$ cat config.mk
export PLATFORM = sky130hd
export DESIGN_NAME = spi_cfg_regfile
export DESIGN_NICKNAME = d
export VERILOG_FILES = /design/src/rtl/spi_cfg_pkg.sv /design/src/rtl/sync_edge_det.sv /design/src/rtl/spi_cfg_regfile.sv
export SDC_FILE = /design/constraint.sdc
export NUM_CORES = 1
export LEC_CHECK = 0
export CAP_MARGIN = 0
export CORE_ASPECT_RATIO = 1.5
export CORE_MARGIN = 5
export CORE_UTILIZATION = 48
export CTS_BUF_LIST = sky130_fd_sc_hd__clkbuf_16
export DETAILED_ROUTE_END_ITERATION = 8
export GPL_TIMING_DRIVEN = 0
export PLACE_DENSITY = 0.77
export SLEW_MARGIN = 10
export SYNTH_ARGS = -nofsm -noshare
export SYNTH_HDL_FRONTEND = slang
export SYNTH_SLANG_ARGS = --single-unit
$ cat constraint.sdc
create_clock -name clk -period 5.68 [get_ports clk]
set_input_delay 1.136 -clock clk [delete_from_list [all_inputs] [get_ports clk]]
set_output_delay 1.136 -clock clk [all_outputs]
set_load 0.02 [all_outputs]
$ cat src/rtl/spi_cfg_pkg.sv
// Shared types and constants for the SPI configuration register file.
package spi_cfg_pkg;
  typedef enum logic [1:0] {IDLE, HDR, DATA, OVR} spi_state_t;

  localparam logic RW_READ  = 1'b1;
  localparam logic RW_WRITE = 1'b0;

  function automatic int frame_bits(input int addr_w, input int data_w);
    return 1 + addr_w + data_w;
  endfunction
endpackage

$ cat src/rtl/sync_edge_det.sv
// Multi-flop synchroniser plus one history flop giving single-cycle edge pulses.
module sync_edge_det #(
  parameter int STAGES = 2
) (
  input  logic clk,
  input  logic reset,
  input  logic async_in,
  output logic sync_out,
  output logic rise,
  output logic fall
);
  logic [STAGES-1:0] sync_q;
  logic              prev_q;

  always_ff @(posedge clk or posedge reset) begin
    if (reset) begin
      sync_q <= '0;
      prev_q <= 1'b0;
    end else begin
      sync_q <= {sync_q[STAGES-2:0], async_in};
      prev_q <= sync_q[STAGES-1];
    end
  end

  assign sync_out = sync_q[STAGES-1];
  assign rise     = sync_out & ~prev_q;
  assign fall     = ~sync_out & prev_q;
endmodule

$ cat src/rtl/spi_cfg_regfile.sv
// SPI mode-0 configuration register file, oversampled on the system clock.
// Frames are RW, address, data (MSB first); writes commit only on exact length.
module spi_cfg_regfile import spi_cfg_pkg::*; #(
  parameter int DATA_W      = 8,
  parameter int N_REGS      = 16,
  parameter int ADDR_W      = $clog2(N_REGS),
  parameter int SYNC_STAGES = 2,
  parameter logic [N_REGS*DATA_W-1:0] RST_VAL = '0
) (
  input  logic                     clk,
  input  logic                     reset,
  input  logic                     SCLK,
  input  logic                     CS,
  input  logic                     SDI,
  output logic                     SDO,
  output logic                     SDO_OE,
  output logic [N_REGS*DATA_W-1:0] cfg_regs,
  output logic                     wr_strobe,
  output logic [ADDR_W-1:0]        wr_addr,
  output logic                     frame_err
);
  localparam int F     = frame_bits(ADDR_W, DATA_W);
  localparam int CNT_W = $clog2(F + 1);
  localparam logic [CNT_W-1:0]  F_C  = CNT_W'(F);
  localparam logic [CNT_W-1:0]  HB_C = CNT_W'(1 + ADDR_W);
  localparam logic [ADDR_W:0]   NR_C = (ADDR_W+1)'(N_REGS);

  logic sclk_rise, sclk_fall, cs_s, cs_rise, cs_fall, sdi_s;
  logic unused_sclk_s, unused_sdi_rise, unused_sdi_fall;

  sync_edge_det #(.STAGES(SYNC_STAGES)) u_sync_sclk (
    .clk(clk), .reset(reset), .async_in(SCLK),
    .sync_out(unused_sclk_s), .rise(sclk_rise), .fall(sclk_fall));
  sync_edge_det #(.STAGES(SYNC_STAGES)) u_sync_cs (
    .clk(clk), .reset(reset), .async_in(CS),
    .sync_out(cs_s), .rise(cs_rise), .fall(cs_fall));
  sync_edge_det #(.STAGES(SYNC_STAGES)) u_sync_sdi (
    .clk(clk), .reset(reset), .async_in(SDI),
    .sync_out(sdi_s), .rise(unused_sdi_rise), .fall(unused_sdi_fall));

  spi_state_t                   state_q, state_d;
  logic [CNT_W-1:0]             cnt_q, cnt_d;
  logic                         ovf_q, ovf_d, rw_q, rw_d;
  logic [F-1:0]                 sr_q, sr_d;
  logic [ADDR_W-1:0]            addr_q, addr_d;
  logic [DATA_W-1:0]            tx_q, tx_d;
  logic                         cm_q, cm_d, er_q, er_d, sdo_d, oe_d;
  logic                         sample, eof, addr_ok, frame_ok;
  logic [N_REGS-1:0][DATA_W-1:0] regs_q;

  // A bit landing in the same cycle as CS rising still counts toward the frame.
  assign sample = sclk_rise && (!cs_s || cs_rise) && state_q != IDLE && !cs_fall;
  assign eof    = cs_rise && state_q != IDLE;

  always_ff @(posedge clk or posedge reset) begin
    if (reset) state_q <= IDLE;
    else       state_q <= state_d;
  end

  always_comb begin
    state_d = state_q;
    if (cs_fall)  state_d = HDR;
    else if (eof) state_d = IDLE;
    else if (sample) begin
      case (state_q)
        HDR:     if (cnt_q + 1'b1 == HB_C) state_d = DATA;
        DATA:    if (cnt_q + 1'b1 == F_C)  state_d = OVR;
        default: ;
      endcase
    end
  end

  always_comb begin
    cnt_d  = cnt_q;
    ovf_d  = ovf_q;
    sr_d   = sr_q;
    rw_d   = rw_q;
    addr_d = addr_q;
    tx_d   = tx_q;
    if (cs_fall) begin
      cnt_d = '0;
      ovf_d = 1'b0;
    end else if (sample) begin
      sr_d = {sr_q[F-2:0], sdi_s};
      if (state_q == OVR) ovf_d = 1'b1;
      else                cnt_d = cnt_q + 1'b1;
      if (state_q == HDR && cnt_d == HB_C) begin
        rw_d   = sr_d[ADDR_W];
        addr_d = sr_d[ADDR_W-1:0];
        tx_d   = (rw_d == RW_READ && {1'b0, addr_d} < NR_C) ? regs_q[addr_d] : '0;
      end
    // The fall right after the load must not shift, or the MSB never reaches the pin.
    end else if (sclk_fall && state_q == DATA && cnt_q > HB_C) begin
      tx_d = {tx_q[DATA_W-2:0], 1'b0};
    end
  end

  assign addr_ok  = {1'b0, addr_d} < NR_C;
  assign frame_ok = cnt_d == F_C && !ovf_d;
  assign cm_d     = eof && frame_ok && rw_d == RW_WRITE && addr_ok;
  assign er_d     = eof && !cm_d && !(frame_ok && rw_d == RW_READ);

  always_comb begin
    oe_d  = (state_d == DATA || state_d == OVR) && rw_d == RW_READ;
    sdo_d = (state_d == DATA && rw_d == RW_READ) ? tx_d[DATA_W-1] : 1'b0;
  end

  always_ff @(posedge clk or posedge reset) begin
    if (reset) begin
      cnt_q     <= '0;
      ovf_q     <= 1'b0;
      sr_q      <= '0;
      rw_q      <= RW_WRITE;
      addr_q    <= '0;
      tx_q      <= '0;
      cm_q      <= 1'b0;
      er_q      <= 1'b0;
      SDO       <= 1'b0;
      SDO_OE    <= 1'b0;
      wr_strobe <= 1'b0;
      frame_err <= 1'b0;
      wr_addr   <= '0;
      regs_q    <= RST_VAL;
    end else begin
      cnt_q     <= cnt_d;
      ovf_q     <= ovf_d;
      sr_q      <= sr_d;
      rw_q      <= rw_d;
      addr_q    <= addr_d;
      tx_q      <= tx_d;
      cm_q      <= cm_d;
      er_q      <= er_d;
      SDO       <= sdo_d;
      SDO_OE    <= oe_d;
      wr_strobe <= cm_q;
      frame_err <= er_q;
      // Frame data and address stay parked in IDLE for the cycle after evaluation.
      if (cm_q) begin
        regs_q[addr_q] <= sr_q[DATA_W-1:0];
        wr_addr        <= addr_q;
      end
    end
  end

  assign cfg_regs = regs_q;
endmodule

=== After elaboration in Yosys (flattened, before gate mapping) ===
Cells that the tools add are included.

* Bits in registers: 174
* Input port bits: 5
* Logic and storage cells: 117

* Add/subtract/negate cells: 1
* $lt $le $gt $ge: 4
* Equality and inequality tests: 10
* Multiplexer cells: 28
* Bitwise logic cells: 10
* Reductions and logical operators: 28

{| class="wikitable"
|+ Operator list
! operator !! number
|-
| $bwmux W128 || 1
|-
| $mux W8 || 7
|-
| $bmux W8 S4 || 1
|-
| $demux W8 S4 || 1
|-
| $mux W4 || 5
|-
| $logic_and A1 B1 Y1 || 16
|-
| $lt A4 B5 Y1 const B || 2
|-
| $mux W2 || 5
|-
| $eq A2 B2 Y1 const B || 4
|-
| $eq A4 B3 Y1 const B || 2
|-
| $eq A4 B4 Y1 const B || 2
|-
| $mux W1 || 7
|-
| $not A1 Y1 || 6
|-
| $reduce_and A3 Y1 || 2
|-
| $logic_not A1 Y1 || 5
|-
| $add A4 B1 Y4 const B || 1
|-
| $and A1 B1 Y1 || 4
|-
| $ge A4 B1 Y1 const B || 1
|-
| $gt A4 B3 Y1 const B || 1
|-
| $pmux W2 S2 || 1
|-
| $reduce_bool A2 Y1 || 2
|-
| $eq A2 B1 Y1 const B || 1
|-
| $logic_or A1 B1 Y1 || 2
|-
| $ne A2 B1 Y1 const B || 1
|-
| $reduce_and A2 Y1 || 1
|}

=== Longest topological paths before layout ===
* Depth after elaboration: 18
* Gate-level depth with buffers: 9
* Depth with buffers taken out: 8

=== Hierarchy ===
Synthesis repeated with hierarchy kept, for this count alone.

* Cell total of the unflattened synthesis: 556
* Area total of the unflattened synthesis: 8044.0 um2

{| class="wikitable"
|+ By module, submodules not included
! module !! times used !! cells each !! area an instance (um2) !! sequential area each (um2)
|-
| spi_cfg_regfile || 1 || 538 || 7762.4 || 4154.0
|-
| sync_edge_det || 3 || 6 || 93.8 || 75.1
|}

=== Worst setup path after synthesis ===
Ideal clock, no wire load.

* Path kind: reg-to-reg
* From: register cnt_q[0]
* To: register SDO
* Setup time: 0.120 ns
* Arrival time: 2.208 ns
* Path slack: 3.352 ns
* Stages on the path, launching flop included: 9
* Clock period less this slack: 2.328 ns
* Path through: dfrtp_1 inv_1 ha_1 o41ai_1 and4_1 buf_2 mux2_2 and3_1 and3b_1

* Cells in the longest elaborated chain, start to end: 11

{| class="wikitable"
|+ Ends and longest elaborated chain
! what !! line !! source
|-
| start, declared || spi_cfg_regfile.sv:42 || <nowiki>logic [CNT_W-1:0] cnt_q, cnt_d;</nowiki>
|-
| start signal, assigned || spi_cfg_regfile.sv:125 || <nowiki>cnt_q <= cnt_d;</nowiki>
|-
| $add A4 B1 Y4 || spi_cfg_regfile.sv:86 || <nowiki>else cnt_d = cnt_q + 1'b1;</nowiki>
|-
| $mux W4 (*) || spi_cfg_regfile.sv:85 || <nowiki>if (state_q == OVR) ovf_d = 1'b1;</nowiki>
|-
| $mux W4 (*) || spi_cfg_regfile.sv:83 || <nowiki>end else if (sample) begin</nowiki>
|-
| $mux W4 (*) || spi_cfg_regfile.sv:80 || <nowiki>if (cs_fall) begin</nowiki>
|-
| $eq A4 B3 Y1 (*) || spi_cfg_regfile.sv:87 || <nowiki>if (state_q == HDR && cnt_d == HB_C) begin</nowiki>
|-
| $logic_and A1 B1 Y1 (*) || spi_cfg_regfile.sv:87 ||
|-
| $mux W1 (*) || spi_cfg_regfile.sv:87 ||
|-
| $mux W1 (*) || spi_cfg_regfile.sv:83 ||
|-
| $mux W1 (*) || spi_cfg_regfile.sv:80 ||
|-
| via rw_d || spi_cfg_regfile.sv:43 || <nowiki>logic ovf_q, ovf_d, rw_q, rw_d;</nowiki>
|-
| $logic_and A1 B1 Y1 (*) || spi_cfg_regfile.sv:105 || <nowiki>sdo_d = (state_d == DATA && rw_d == RW_READ) ? tx_d[DATA_W-1] : 1'b0;</nowiki>
|-
| $mux W1 (*) || spi_cfg_regfile.sv:105 ||
|-
| via sdo_d || spi_cfg_regfile.sv:47 || <nowiki>logic cm_q, cm_d, er_q, er_d, sdo_d, oe_d;</nowiki>
|-
| end signal, assigned || spi_cfg_regfile.sv:133 || <nowiki>SDO <= sdo_d;</nowiki>
|-
| end, declared || spi_cfg_regfile.sv:15 || <nowiki>output logic SDO,</nowiki>
|}

Mark *: on every way through the listed nets, which the timed path passes. The rest lies on a longest branch. The select of a mux whose other input is x is not followed.
A chain may end at the register's enable or synchronous reset.

=== Worst setup path after layout ===
* From: register sr_q[1]
* To: register tx_q[0]

* Cells in the longest elaborated chain, start to end: 5

{| class="wikitable"
|+ Ends and longest elaborated chain
! what !! line !! source
|-
| start, declared || spi_cfg_regfile.sv:44 || <nowiki>logic [F-1:0] sr_q, sr_d;</nowiki>
|-
| start signal, assigned || spi_cfg_regfile.sv:127 || <nowiki>sr_q <= sr_d;</nowiki>
|-
| $bmux W8 S4 || spi_cfg_regfile.sv:90 || <nowiki>tx_d = (rw_d == RW_READ && {1'b0, addr_d} < NR_C) ? regs_q[addr_d] : '0;</nowiki>
|-
| $mux W8 (implied by the code) || spi_cfg_regfile.sv:90 ||
|-
| $mux W8 || spi_cfg_regfile.sv:90 ||
|-
| $mux W8 || spi_cfg_regfile.sv:87 ||
|-
| $mux W8 || spi_cfg_regfile.sv:83 ||
|-
| end signal, assigned || spi_cfg_regfile.sv:130 || <nowiki>tx_q <= tx_d;</nowiki>
|-
| end, declared || spi_cfg_regfile.sv:46 || <nowiki>logic [DATA_W-1:0] tx_q, tx_d;</nowiki>
|}

Every way passes these cells. The select of a mux whose other input is x is not followed.

==> impl_results.md <==
- Status: complete, no violations
- Worst endpoint required time: 5.99 ns
- Placer congestion estimate: 0.871
- Synthesized area per cell: 14.4 sq um
- Fin. max-slew vios: 0
- Worst-path maximum fanout: 10
- Hold buffer count at CTS: 0
- Post-Syn Instances: 549
- Worst Path Arrival: 3.03 ns
- Number of DRC markers in iteration 0: 393
- Die Height: 167 um
- Share of layout cells above drive strength 1: 0.308
- H-tree lvl count: 4
- Tot Pwr: 0.00274 W
- Ys flop type: dfrtp_1
- Startpoint types: register
- Reg area: 4350 sq um
- Flops & latches, synth: 174
- RSZ-0062 raised after global routing: false
- MaxCap Viol Count: 0
- Grt ovf: 0
- Pin count of the biggest net entering global routing: 41
- DR pass1 iterations: 5
- Peak VDD IR: 0.197 mV
- Post-synth ARST share: 1.00
- # IOs: 141
- Final WL: 22.6 mm
- Initial Util: 0.487
- Routed Antenna Nets: 0
- Hold_ws: 0.349 ns
- Top delay family on crit path: buffers and inverters
- Clock buffer depth: 2
- Slew headroom: 0.125
- CTS Buf Count: 17
- First-pass GRT wire length: 35.1 mm
- Clk_lat worst skew: 0.43 ns
- Fin crit share: 0.479
- Synth area leader: dfrtp_1
- CTS tree: built
- Synth top cells by count: dfrtp_1 (174), mux2_2 (129), mux4_2 (39)
- WP buf/inv: 2
- Achievable frequency: 0.368 GHz
- Vias: 5,463
- Die width: 115 um
- Root buf cell: clkbuf_16
- # fillers: 1,198
- Worst-path clk slew: 0.07 ns
- Layout area overhead: 29.4%
- DIE AREA: 19,100 sq um
- DR vias/cell: 5.87
- Antenna cells: 0
- Post CTS Setup Buffer Count: 0
- Layout Nets: 725
- # setup viols final: 0
- Synthesized cell area: 7880 sq um
- Row count: 57
- Area of the multi-input gates: 3330 sq um
- Clock Skews: 0.00983 ns
- Vias in the first global route: 5,977
- Slowest Stage Delay on Critical Path: 0.73 ns
- Critical Path Sink Type: register
- Critical-path top delay cell: buf_1
- Worst Tran Pin Value: 1.31 ns
- Synthesized Nets: 562
- Top-area cell type share of the netlist area: 0.552
- Most frequent cell after synthesis: dfrtp_1
- Crit path top cell by count: mux4_2
- CORE AREA: 16,200 sq um
- Initial antenna violation count: 0
- I/O Buffers: 140
- Gr usage total: 0.245
- Final hold viol count: 0
- Top post-synthesis cells by area: dfrtp_1 (55%), mux2_2 (18%), mux4_2 (11%)
- DP HPWL: 15.9 mm
- Total clock sinks: 174
- Yosys warnings: 0
- Post-synthesis sequential area ratio: 0.552
- Unique cell type count in the Yosys netlist: 48
- Hold/Removal Path Class: reg2reg
- Setup_tns: 0 ns
- Lkg Pwr: 4.63 nW
- Final min period: 2.72 ns
- CP cell instances: clkbuf_1, buf_1, mux4_2, mux4_2, a32o_1
- Crit Path Class: reg2reg
- Routed wire length per instance: 24.2 um
- PD cells: 269 nW/um^2
- Post-CTS Resized: 0
- Residual DRC count: 0
- Post-synth EDFFs: 0
## cells by family after synthesis
family          synth area share
fa+ha+maj                 0.0127
simple gates              0.0667
buf+inv                   0.0257
flops                      0.552
xor+xnor                 0.00555
compound gates            0.0263
mux                        0.311
## per-layer routing
| layer | track usage | wire, um | vias up |
|---|---|---|---|
| met5 | 0 | 0 | - |
| met4 | 0.132 | 1180 | 0 |
| met3 | 0.0403 | 1000 | 74 |
| met2 | 0.421 | 12000 | 228 |
| met1 | 0.290 | 8350 | 2843 |
| li1 | - | - | 2318 |
## final timing paths
path	to	depth (start not counted)	slack (ns)	from
max	tx_q[0]$_DFFE_PP0P_	5	2.96	sr_q[1]$_DFFE_PP0P_
min	u_sync_cs.sync_q[1]$_DFF_PP0_	0	0.35	u_sync_cs.sync_q[0]$_DFF_PP0_
max reg2reg	tx_q[0]$_DFFE_PP0P_	5	2.96	sr_q[1]$_DFFE_PP0P_
min reg2reg	u_sync_cs.sync_q[1]$_DFF_PP0_	0	0.35	u_sync_cs.sync_q[0]$_DFF_PP0_
max in group asynchronous	cfg_regs[90]$_DFFE_PP0P_	5	3.41	reset
min in group asynchronous	u_sync_cs.sync_q[0]$_DFF_PP0_	2	1.14	reset
## registers in the layout, indices dropped and copies added, names as in the netlist, 2 cells and up
register,count
cnt_q,4
wr_addr,4
u_sync_sdi.sync_q,2
addr_q,4
u_sync_cs.sync_q,2
sr_q,8
u_sync_sclk.sync_q,2
tx_q,8
cfg_regs,128
state_q,2
## cell type report
class                      count  share of cell area
buffer                        40              0.0169
clock buffer                  17              0.0417
clock inverter                15              0.0145
inverter                       8             0.00331
multi-input combinational    327               0.326
sequential                   174               0.427
tap                          206              0.0253
timing repair buffer         144               0.145
## through the flow
step	cell area, sq um	setup slack [ns]	util	instances
finish	10200	2.96	0.630	931
global route	10200	2.81	0.630	931
global placement	9550	1.02	0.590	895
detailed placement	9630	2.90	0.595	899
CTS	10200	2.98	0.630	931
floorplan	7890	2.32	-	549
## cell usage in the layout, fill, tap and decap left out, types with 3 or more instances in the layout
cell and instances:
mux2_2 129, a21oi_1 13, xnor2_1 5, clkdlybuf4s50_1 140
dfrtp_1 174, nand2b_1 5, buf_12 4, mux2i_1 4
clkinvlp_4 4, nor2_1 22, clkbuf_1 28, nand2_1 34
or3_1 3, clkbuf_16 17, mux4_2 39, nand3_1 10
clkinv_4 4, mux2_1 7, inv_1 7, o21ai_1 8
and3_1 4, inv_8 5, o21ai_0 5, buf_2 9
ha_1 8
## power breakdown
group | total (W) | leakage [nW] | internal, W | switching (W)
Sequential | 0.00130 | 2.40 | 0.00127 | 0.0000301
Clock | 0.00112 | 0.273 | 0.000583 | 0.000540
Combinational | 0.000324 | 1.95 | 0.0000972 | 0.000227
No activity file was read; power rests on OpenSTA's default activity.
